File: config.mk
export PLATFORM = sky130hd
export DESIGN_NAME = mac_unit_param
export DESIGN_NICKNAME = d
export VERILOG_FILES = /design/src/rtl/mac_unit_param.sv
export SDC_FILE = /design/constraint.sdc
export NUM_CORES = 1
export LEC_CHECK = 0
export ABC_CLOCK_PERIOD_IN_PS = 12300
export CORE_MARGIN = 2
export CORE_UTILIZATION = 35
export CTS_CLUSTER_DIAMETER = 80
export DETAILED_ROUTE_END_ITERATION = 8
export HOLD_SLACK_MARGIN = 0.12
export SLEW_MARGIN = 20
export SYNTH_ARGS = -nofsm -noshare
export SYNTH_HDL_FRONTEND = slang
export SYNTH_SLANG_ARGS = --single-unit
File: constraint.sdc
create_clock -name clk -period 12.3 [get_ports clk]
set_clock_uncertainty 0.2 [all_clocks]
set_input_delay 3.69 -clock clk [delete_from_list [all_inputs] [get_ports clk]]
set_output_delay 3.69 -clock clk [all_outputs]
set_load 0.03 [all_outputs]
File: src/rtl/mac_unit_param.sv
// Streaming multiply-accumulate unit: TAPS signed products plus bias, optional ReLU,
// saturation to OUT_W, with valid/ready input and a backpressured output register.
module mac_unit_param #(
   parameter int DATA_W = 8,
   parameter int TAPS   = 9,
   parameter int ACC_W  = 20,
   parameter int OUT_W  = 16
) (
   input  logic                     clk,
   input  logic                     reset_n,
   input  logic                     start,
   input  logic                     clear,
   input  logic                     relu_en,
   input  logic signed [ACC_W-1:0]  bias_in,
   input  logic                     in_valid,
   output logic                     in_ready,
   input  logic signed [DATA_W-1:0] pixel_in,
   input  logic signed [DATA_W-1:0] weight_in,
   output logic                     out_valid,
   input  logic                     out_ready,
   output logic signed [OUT_W-1:0]  result_out,
   output logic                     sat_flag,
   output logic                     busy
);

   localparam int CNT_W = $clog2(TAPS + 1);

   typedef enum logic [1:0] {IDLE, ACCUM, OUTPUT} state_t;

   state_t                    state_q, state_d;
   logic [CNT_W-1:0]          cnt_q, cnt_d;
   logic signed [ACC_W-1:0]   acc_q, acc_d;
   logic                      relu_q, relu_d;
   logic signed [OUT_W-1:0]   res_q, res_d;
   logic                      sat_q, sat_d;
   logic                      vld_q, vld_d;

   logic signed [2*DATA_W-1:0] prod_p0;
   logic signed [ACC_W-1:0]    prod_ext_p0;
   logic signed [ACC_W-1:0]    sum_p0;
   logic signed [ACC_W-1:0]    relu_p0;
   logic [OUT_W:0]             post_p0;
   logic                       last_beat;

   function automatic logic signed [ACC_W-1:0] relu_fn(input logic en,
                                                       input logic signed [ACC_W-1:0] v);
      return (en && v[ACC_W-1]) ? '0 : v;
   endfunction

   // Returns {clipped, value}; a value fits when all bits above OUT_W-1 match its sign.
   function automatic logic [OUT_W:0] sat_fn(input logic signed [ACC_W-1:0] v);
      logic signed [OUT_W-1:0] r;
      logic                    f;
      if ((&v[ACC_W-1:OUT_W-1]) || !(|v[ACC_W-1:OUT_W-1])) begin
         r = v[OUT_W-1:0];
         f = 1'b0;
      end else if (v[ACC_W-1]) begin
         r = {1'b1, {(OUT_W-1){1'b0}}};
         f = 1'b1;
      end else begin
         r = {1'b0, {(OUT_W-1){1'b1}}};
         f = 1'b1;
      end
      return {f, r};
   endfunction

   // Stage p0: product, running sum and post-processing of the final sum
   assign prod_p0     = pixel_in * weight_in;
   assign prod_ext_p0 = ACC_W'(prod_p0);
   assign sum_p0      = acc_q + prod_ext_p0;
   assign relu_p0     = relu_fn(relu_q, sum_p0);
   assign post_p0     = sat_fn(relu_p0);
   assign last_beat   = (cnt_q == CNT_W'(TAPS - 1));

   always_comb begin
      state_d = state_q;
      cnt_d   = cnt_q;
      acc_d   = acc_q;
      relu_d  = relu_q;
      res_d   = res_q;
      sat_d   = sat_q;
      vld_d   = vld_q;
      if (clear) begin
         state_d = IDLE;
         cnt_d   = '0;
         acc_d   = '0;
         vld_d   = 1'b0;
      end else begin
         unique case (state_q)
            IDLE: begin
               if (start) begin
                  acc_d   = bias_in;
                  relu_d  = relu_en;
                  cnt_d   = '0;
                  state_d = ACCUM;
               end
            end
            ACCUM: begin
               if (in_valid) begin
                  if (last_beat) begin
                     res_d   = post_p0[OUT_W-1:0];
                     sat_d   = post_p0[OUT_W];
                     vld_d   = 1'b1;
                     cnt_d   = '0;
                     state_d = OUTPUT;
                  end else begin
                     acc_d = sum_p0;
                     cnt_d = cnt_q + 1'b1;
                  end
               end
            end
            OUTPUT: begin
               if (out_ready) begin
                  vld_d   = 1'b0;
                  state_d = IDLE;
               end
            end
            default: state_d = IDLE;
         endcase
      end
   end

   // Stage p1: state and result registers
   always_ff @(posedge clk or negedge reset_n) begin
      if (!reset_n) begin
         state_q <= IDLE;
         cnt_q   <= '0;
         acc_q   <= '0;
         relu_q  <= 1'b0;
         res_q   <= '0;
         sat_q   <= 1'b0;
         vld_q   <= 1'b0;
      end else begin
         state_q <= state_d;
         cnt_q   <= cnt_d;
         acc_q   <= acc_d;
         relu_q  <= relu_d;
         res_q   <= res_d;
         sat_q   <= sat_d;
         vld_q   <= vld_d;
      end
   end

   assign in_ready   = (state_q == ACCUM);
   assign busy       = (state_q != IDLE);
   assign out_valid  = vld_q;
   assign result_out = res_q;
   assign sat_flag   = sat_q;

endmodule

Yosys cells after proc, flatten, opt, wreduce, memory -nomap -nowiden
Index checks and enable logic that the tools add are counted.

storage, ports and cells
  bits in registers = 45
  input bits = 43
  output and inout port bits = 20
  logic and storage cells = 59

operators by class
  add/sub/neg operators = 2
  multipliers = 1
  equality and inequality tests = 8
  muxes and demuxes = 25
  bitwise logic cells = 1
  reductions and logical operators = 15

operators by type and width
  kind                   number
  $mux W20               5
  $pmux W20 S2           1
  $mux W16               2
  $add A20 B16 Y20       1
  $mul A8 B8 Y16         1
  $mux W4                4
  $reduce_and A4 Y1      4
  $ne A3 B3 Y1 const B   4
  $mux W2                5
  $pmux W4 S2            1
  $pmux W2 S3            1
  $reduce_and A3 Y1      2
  $reduce_bool A3 Y1     2
  $mux W1                5
  $reduce_and A5 Y1      1
  $reduce_or A5 Y1       1
  $add A4 B1 Y4 const B  1
  $eq A4 B4 Y1 const B   1
  $ne A3 B2 Y1 const B   1
  $eq A2 B1 Y1 const B   1
  $eq A2 B2 Y1 const B   1
  $logic_not A2 Y1       1
  $pmux W1 S2            1
  $reduce_bool A2 Y1     1
  other kinds (4)        4

Longest topological paths before layout
Gate-level depths: netlist of run 1.

  word-level depth = 8
  gate-level depth with buffers = 22

Least setup slack after synthesis of run 1
Ideal clock, no wire load.

  kind = input-to-reg
  start point = input port weight_in[0]
  end point = register res_q[6], in the netlist result_out[6]
  library setup time = 129 ps
  arrival = 8906 ps
  data required time = 11971 ps
  slack = 3065 ps
  stages = 17
  cell sequence = and2_1 inv_1 fa_1 inv_1 fa_1 fa_1 fa_1 fa_1 ha_1 o31a_2 o21a_1 or2_1 mux2i_1 or4_4 o211ai_4 buf_6 o22ai_1

between the ends
  longest elaborated chain between the ends = 8
  elaborated cells between the ends (all ways) = 10

ends and longest elaborated chain
  item                    RTL line  RTL
  start: declaration      18        input logic signed [DATA_W-1:0] weight_in,
  $mul A8 B8 Y16 *        68        assign prod_p0 = pixel_in * weight_in;
  $add A20 B16 Y20 *      70        assign sum_p0 = acc_q + prod_ext_p0;
  $logic_and A1 B1 Y1     47        return (en && v[ACC_W-1]) ? '0 : v;
  $mux W20 *              47
  $reduce_or A5 Y1        54        if ((&v[ACC_W-1:OUT_W-1]) || !(|v[ACC_W-1:OUT_W-1])) begin
  $logic_not A1 Y1        54
  $logic_or A1 B1 Y1      54
  $mux W16 *              54
  end signal: assignment  138       res_q <= res_d;
  end: declaration        34        logic signed [OUT_W-1:0] res_q, res_d;

Every way passes the cells marked *; elsewhere a longest branch is shown, timed or not.
A chain may end at the register's enable or synchronous reset.

Worst setup path after layout of run 1
  start point = input port weight_in[0]
  end point = register res_q[9], in the netlist result_out[9]

The elaborated chain is that of the path after synthesis.

==> results of run 1 <==
[cell usage after synthesis (11+ instances only)]
| master | instances | area share [%] |
|---|---|---|
| sky130_fd_sc_hd__a21oi_1 | 15 | 1.3 |
| sky130_fd_sc_hd__a22o_1 | 11 | 1.7 |
| sky130_fd_sc_hd__and2_1 | 36 | 3.9 |
| sky130_fd_sc_hd__clkbuf_1 | 11 | 0.71 |
| sky130_fd_sc_hd__dfrtp_1 | 45 | 19 |
| sky130_fd_sc_hd__fa_1 | 88 | 31 |
| sky130_fd_sc_hd__ha_1 | 48 | 10 |
| sky130_fd_sc_hd__inv_1 | 95 | 6.2 |
| sky130_fd_sc_hd__nand2_1 | 55 | 3.6 |
| sky130_fd_sc_hd__nor2_1 | 50 | 3.2 |
| sky130_fd_sc_hd__o21ai_0 | 27 | 2.3 |
| sky130_fd_sc_hd__o22ai_1 | 11 | 1.2 |
| sky130_fd_sc_hd__xnor2_1 | 14 | 2.1 |
[sequential cells by signal (all words and copies together) (netlist names)]
| register | flops |
|---|---|
| acc_q | 20 |
| cnt_q | 4 |
| out_valid | 1 |
| relu_q | 1 |
| result_out | 16 |
| sat_flag | 1 |
| state_q | 2 |
[worst min path at each step]
stage | start | to | slack, ps | cells after the start
2_1_floorplan | cnt_q[3] | cnt_q[3] | 250 | 1
3_3_place_gp | cnt_q[3] | cnt_q[3] | 260 | 1
3_5_place_dp | acc_q[1] | acc_q[1] | 280 | 2
4_1_cts | acc_q[1] | acc_q[1] | 290 | 2
5_1_grt | acc_q[0] | acc_q[0] | 320 | 2
6_report | acc_q[1] | acc_q[1] | 280 | 2
[worst register-to-register path, delay by kind of cell (launching register included)]
family	cells	cell delay (ps)
compound gates	4	1130
fa+ha+maj	6	2700
buf+inv	4	250
flops	1	360
mux	1	140
simple gates	3	870
[per-stage QoR]
stage               cells  util (%)
floorplan             604         -
finish                873      42.3
global placement      865      41.1
global route          873      42.3
detailed placement    865      41.1
CTS                   873      42.3
[cell families (layout without fill, tap and decap cells)]
| logic type | after synthesis | after routing | synth area share, % |
|---|---|---|---|
| muxes | 12 | 12 | 2.17 |
| and+or+nand+nor | 173 | 173 | 14.1 |
| DFF | 45 | 45 | 19.5 |
| AOI/OAI and AO/OA | 104 | 104 | 12.6 |
| adders and majority gates | 136 | 136 | 40.9 |
| buffers and inverters | 114 | 167 | 7.69 |
| xor gates and xnor gates | 20 | 20 | 3.03 |
[final cells by class]
cell class	count	area [um2]	share of cell area [%]
flip-flops and latches	45	1130	16.6
repair buffers	62	618	9.12
clock buffers	5	125	1.85
clock inverters	3	65.1	0.960
inverters	97	364	5.37
multi-input cells	445	4210	62.1
well taps	216	270	3.99
[routing by layer]
| layer | track usage, % | vias up | routed length, um |
|---|---|---|---|
| li1 | - | 2063 | - |
| met1 | 22.4 | 2119 | 6280 |
| met2 | 27.4 | 69 | 6550 |
| met3 | 2.07 | 6 | 523 |
| met4 | 2.69 | 0 | 75 |
| met5 | 0 | - | 0 |
==> impl_metrics.ini, run 1 <==
[critical_path]
critical_path_cell_count = 18
critical_path.reg2reg.startpoint = acc_q[6]
worstPathArrival_ps = 10050
critPathCaptureType = flip-flop
cp_slowest_stage_delay_ps = 740
worst_path_most_repeated_cell = sky130_fd_sc_hd__fa_1
rr_endpoint = result_out[9]
worst-path-buf-inv = 3
worstPathRequired_ps = 12250
crit_end = result_out[9]
cell_by_cell_trace_of_the_critical_path = clkdlybuf4s50_1, and2_1, inv_1, fa_1, inv_1, fa_1, fa_1, fa_1, fa_1, ha_1, o21a_1, o31a_2, o21a_1, or2_1, mux2i_1, or4_4, o211ai_4, o22ai_1
r2r.worst_path.cells = 18
critPathLaunch = weight_in[0]
slowest_library_cell_on_the_worst_path = sky130_fd_sc_hd__and2_1
timing_worst_setup_path_type = in -> reg
start_kind = input pin
timing.critical_path.fanout_max = 16
critPathTopFamily = adder cells
worst-r2r-setup-slack_ps = 6530

[synth]
synthFlopType = sky130_fd_sc_hd__dfrtp_1
yosys_register_bits = 45
post_synth_inst_count = 604
synth_area_um2 = 5780
count_of_synthesis_stage_warnings_from_yosys = 0
synth.avg_cell_area_um2 = 9.56
sequential_share_of_the_synthesized_area_pct = 19.5
synth_async_sr_flop_share_pct = 100
synth_edf_count = 0
synth.lib_cells_used.distinct = 53
synthesis.nets = 783

[clock_network]
clockRootBuffer = sky130_fd_sc_hd__clkbuf_16
ctsLongestPathBuffers = 2
clock_sink_count = 45
cts_buffers = 5
post_cts.repair.setup_buffers = 0
cts.reportedPaths.clkPinSlew_ps = 60
post_cts_hold_buffer_count = 0
h_tree_lvls = 2
ctsResizeCount = 0
cts_tree = yes
latest_clock_arrival_within_the_worst_skew_pair_ps = 290

[finish]
layout_common_cells = sky130_fd_sc_hd__inv_1, sky130_fd_sc_hd__fa_1, sky130_fd_sc_hd__clkdlybuf4s50_1
syn_to_final_growth_pct = 17.3
num-nets-final = 835
final_layout_size_suffix_gt1_share_pct = 3.50
postLayoutCellArea_um2 = 6770
antenna-diode-count = 0
nFillCells = 1608
most_common_cell_after_layout_fill_and_taps_aside = sky130_fd_sc_hd__inv_1

[drt]
number_of_drc_violations_after_detailed_routing_iteration_0 = 199
drc_errors = 0
antenna_violating_nets_post_route = 0
first_pass_iters = 4
route.vias.total = 4257
avgViaCountPerCell = 4.88
routedWlPerCell_um = 15.4
routed_wl_mm = 13.4

[status]
outcome = finished clean

[placed_design]
hpwl_dp_mm = 11.3
dpl_cell_area_um2 = 6580
post-place-ws_ps = 1860
gp_congestion = 0.836
place.port_buffers = 62

[timing]
postLayoutSetupSlackWorst_ps = 2190
finalSetupViolCount = 0
timing.final.hold_violations = 0
max_slew.worst_pin.slew_ps = 914
period_needed_ps = 10110
max_slew_margin_pct = 38.8
setup_total_negative_slack_ps = 0
timing_max_transition_violations_final = 0
rsz0062_at_grt = false
final_cycle_utilization_of_the_critical_path_pct = 82.2
hold_slack_ps = 280
fmax_ghz = 0.0989

[floorplanning]
core.rowCount = 46
dieWidth_um = 132
floorplan.die_area_um2 = 17500
die_h_um = 132
ios = 63
initial_core_util_pct = 36.1
floorplan.core_area_um2 = 16000

[global_route]
grt_first_pass_wirelength_mm = 23.1
gr-total-overflow = 0
grt_pass1_vias = 4642
groute.usage.overall_pct = 16.1
grt_start_max_net_pins = 46
grt_antenna_before_repair = 0

[run]
cap_violations = 0

[hold_path]
hp-class = reg -> reg
Power of run 1 is left out: the tool's default activity adds up to more than one toggle a clock period on the data nets, which glitch-free logic cannot reach.
==> inputs of run 2 (changes only) <==
--- a/config.mk
+++ b/config.mk
@@ -5,7 +5,7 @@
 export SDC_FILE = /design/constraint.sdc
 export NUM_CORES = 1
 export LEC_CHECK = 0
-export ABC_CLOCK_PERIOD_IN_PS = 12300
+export ABC_CLOCK_PERIOD_IN_PS = 8350
 export CORE_MARGIN = 2
 export CORE_UTILIZATION = 35
 export CTS_CLUSTER_DIAMETER = 80
==> constraint.sdc (replaced) <==
create_clock -name clk -period 8.35 [get_ports clk]
set_clock_uncertainty 0.2 [all_clocks]
set_input_delay 2.505 -clock clk [delete_from_list [all_inputs] [get_ports clk]]
set_output_delay 2.505 -clock clk [all_outputs]
set_load 0.03 [all_outputs]
==> run 2 against run 1 <==
Utilization is 1.3 points higher. Cell area grew 3.1%. Global-route usage is 0.42 points higher. Register-to-register slack lost 3700 ps. Die area did not move. Clock-buffer cell count rose by 1. Sequential share of layout area is 0.50 points lower. First-iteration DRC count decreased by 5.5%. Critical path depth up 5. Non-clock buffer count up 33. Setup slack worse by 1900 ps.
==> impl_metrics.ini, run 2 (synthesis gave the netlist of run 1 again) <==
[global_route]
gr-total-overflow = 0
grt_pass1_vias = 4888
groute.usage.overall_pct = 16.5
grt_first_pass_wirelength_mm = 24.1
grt_start_max_net_pins = 46
grt_antenna_before_repair = 0

[finish]
num-nets-final = 868
layout_common_cells = sky130_fd_sc_hd__inv_1, sky130_fd_sc_hd__fa_1, sky130_fd_sc_hd__clkdlybuf4s50_1
final_layout_size_suffix_gt1_share_pct = 7.97
post_layout_nonfiller_instances = 906
regMostFlops = acc_q
largest_register_ffs = 20
syn_to_final_growth_pct = 20.9
most_common_cell_after_layout_fill_and_taps_aside = sky130_fd_sc_hd__inv_1
antenna-diode-count = 0

[timing]
rsz0062_at_grt = false
period_needed_ps = 8060
final_cycle_utilization_of_the_critical_path_pct = 96.5
timing_max_transition_violations_final = 0
fmax_ghz = 0.124
finalSetupViolCount = 0
timing.final.hold_violations = 0
max_slew_margin_pct = 39.9
max_slew.worst_pin.slew_ps = 898

[drt]
number_of_drc_violations_after_detailed_routing_iteration_0 = 188
drc_errors = 0
route.vias.total = 4399
routed_wl_mm = 13.7
first_pass_iters = 4
routedWlPerCell_um = 15.1
avgViaCountPerCell = 4.86
antenna_violating_nets_post_route = 0

[floorplanning]
dieWidth_um = 132
core.rowCount = 46
die_h_um = 132
floorplan.die_area_um2 = 17500
ios = 63
initial_core_util_pct = 36.1
floorplan.core_area_um2 = 16000

[clock_network]
cts_tree = yes
ctsLongestPathBuffers = 2
h_tree_lvls = 2
latest_clock_arrival_within_the_worst_skew_pair_ps = 280
cts_buffers = 5
clockRootBuffer = sky130_fd_sc_hd__clkbuf_16
post_cts_hold_buffer_count = 0
clock_sink_count = 45
cts.reportedPaths.clkPinSlew_ps = 60

[placed_design]
hpwl_dp_mm = 11.7
total_instance_count_after_detailed_placement = 897
gp_congestion = 0.883
place.port_buffers = 62

[critical_path]
timing.critical_path.fanout_max = 16
critPathCaptureType = flip-flop
cp_slowest_stage_delay_ps = 570
slowest_library_cell_on_the_worst_path = sky130_fd_sc_hd__clkdlybuf4s50_1
critPathTopFamily = adder cells
worstPathRequired_ps = 8300
cell_by_cell_trace_of_the_critical_path = clkdlybuf4s50_1, buf_4, nand2_1, fa_1, inv_1, fa_1, ha_1, inv_1, fa_1, inv_1, ha_1, ha_1, inv_1, fa_1, nor2b_1, o31a_2, o21a_1, or2_1, mux2i_1, or4_4, o211ai_4, buf_12, o22ai_1
worst-path-buf-inv = 7
timing_worst_setup_path_type = in -> reg
start_kind = input pin
worstPathArrival_ps = 8010

[status]
outcome = finished clean

[run]
cap_violations = 0

[hold_path]
hp-class = reg -> reg
[run 2: cell type report]
| cell class | count | area, um2 |
|---|---|---|
| clock buffers | 6 | 129 |
| clock inverters | 2 | 10.0 |
| fillers | 1587 | 9020 |
| inverters | 97 | 364 |
| multi-input cells | 445 | 4210 |
| flip-flops and latches | 45 | 1130 |
| well taps | 216 | 270 |
| repair buffers | 95 | 878 |
[run 2: routing by layer]
layer	track usage, %	wire (um)
met5	0	0
met4	1.61	36
met3	1.88	554
met2	28.4	6650
met1	23.5	6430
[run 2: worst min-delay path, delay by kind of cell, from the launching register on]
family	cells	cell delay (ps)
flip-flops	1	350
AO/OA/AOI/OAI	1	60
AND/OR/NAND/NOR	1	50
[run 2: timing repair]
action,CTS,global route
resized for setup,0,0
setup buffers,0,1
setup endpoints to repair,0,16
[run 2: through the flow]
stage	TNS [ps]	worst slack [ps]	utilization [%]	area [um2]	hold WS, ps
3_5_place_dp	-1300	-110	42.6	6820	275
2_1_floorplan	0	300	-	5780	246
3_3_place_gp	-149	-16.6	42.6	6820	263
4_1_cts	0	158	43.5	6960	289
6_report	0	289	43.6	6980	288
5_1_grt	0	8.73	43.6	6980	318
[run 2: worst paths after layout]
kind | from | end | slack [ps] | depth (start not counted)
max | weight_in[1] | result_out[2] | 290 | 23
max in group asynchronous | reset_n | acc_q[13] | 5510 | 1
min reg2reg | acc_q[5] | acc_q[5] | 290 | 2
min | acc_q[5] | acc_q[5] | 290 | 2
min in group asynchronous | reset_n | out_valid | 2020 | 1
max reg2reg | acc_q[6] | result_out[2] | 2790 | 19
Power of run 2 is left out for the same reason.
==> inputs of run 3 (changes only) <==
==> constraint.sdc (replaced) <==
create_clock -name clk -period 8.35 [get_ports clk]
set_clock_uncertainty 0.2 [all_clocks]
set_input_delay 2.505 -clock clk [delete_from_list [all_inputs] [get_ports clk]]
set_output_delay 2.505 -clock clk [all_outputs]
set_load 0.1 [all_outputs]
==> results of run 3 <==
Same layout as run 2 (identical final DEF). Status: finished clean.
Power of run 3 is left out for the same reason.
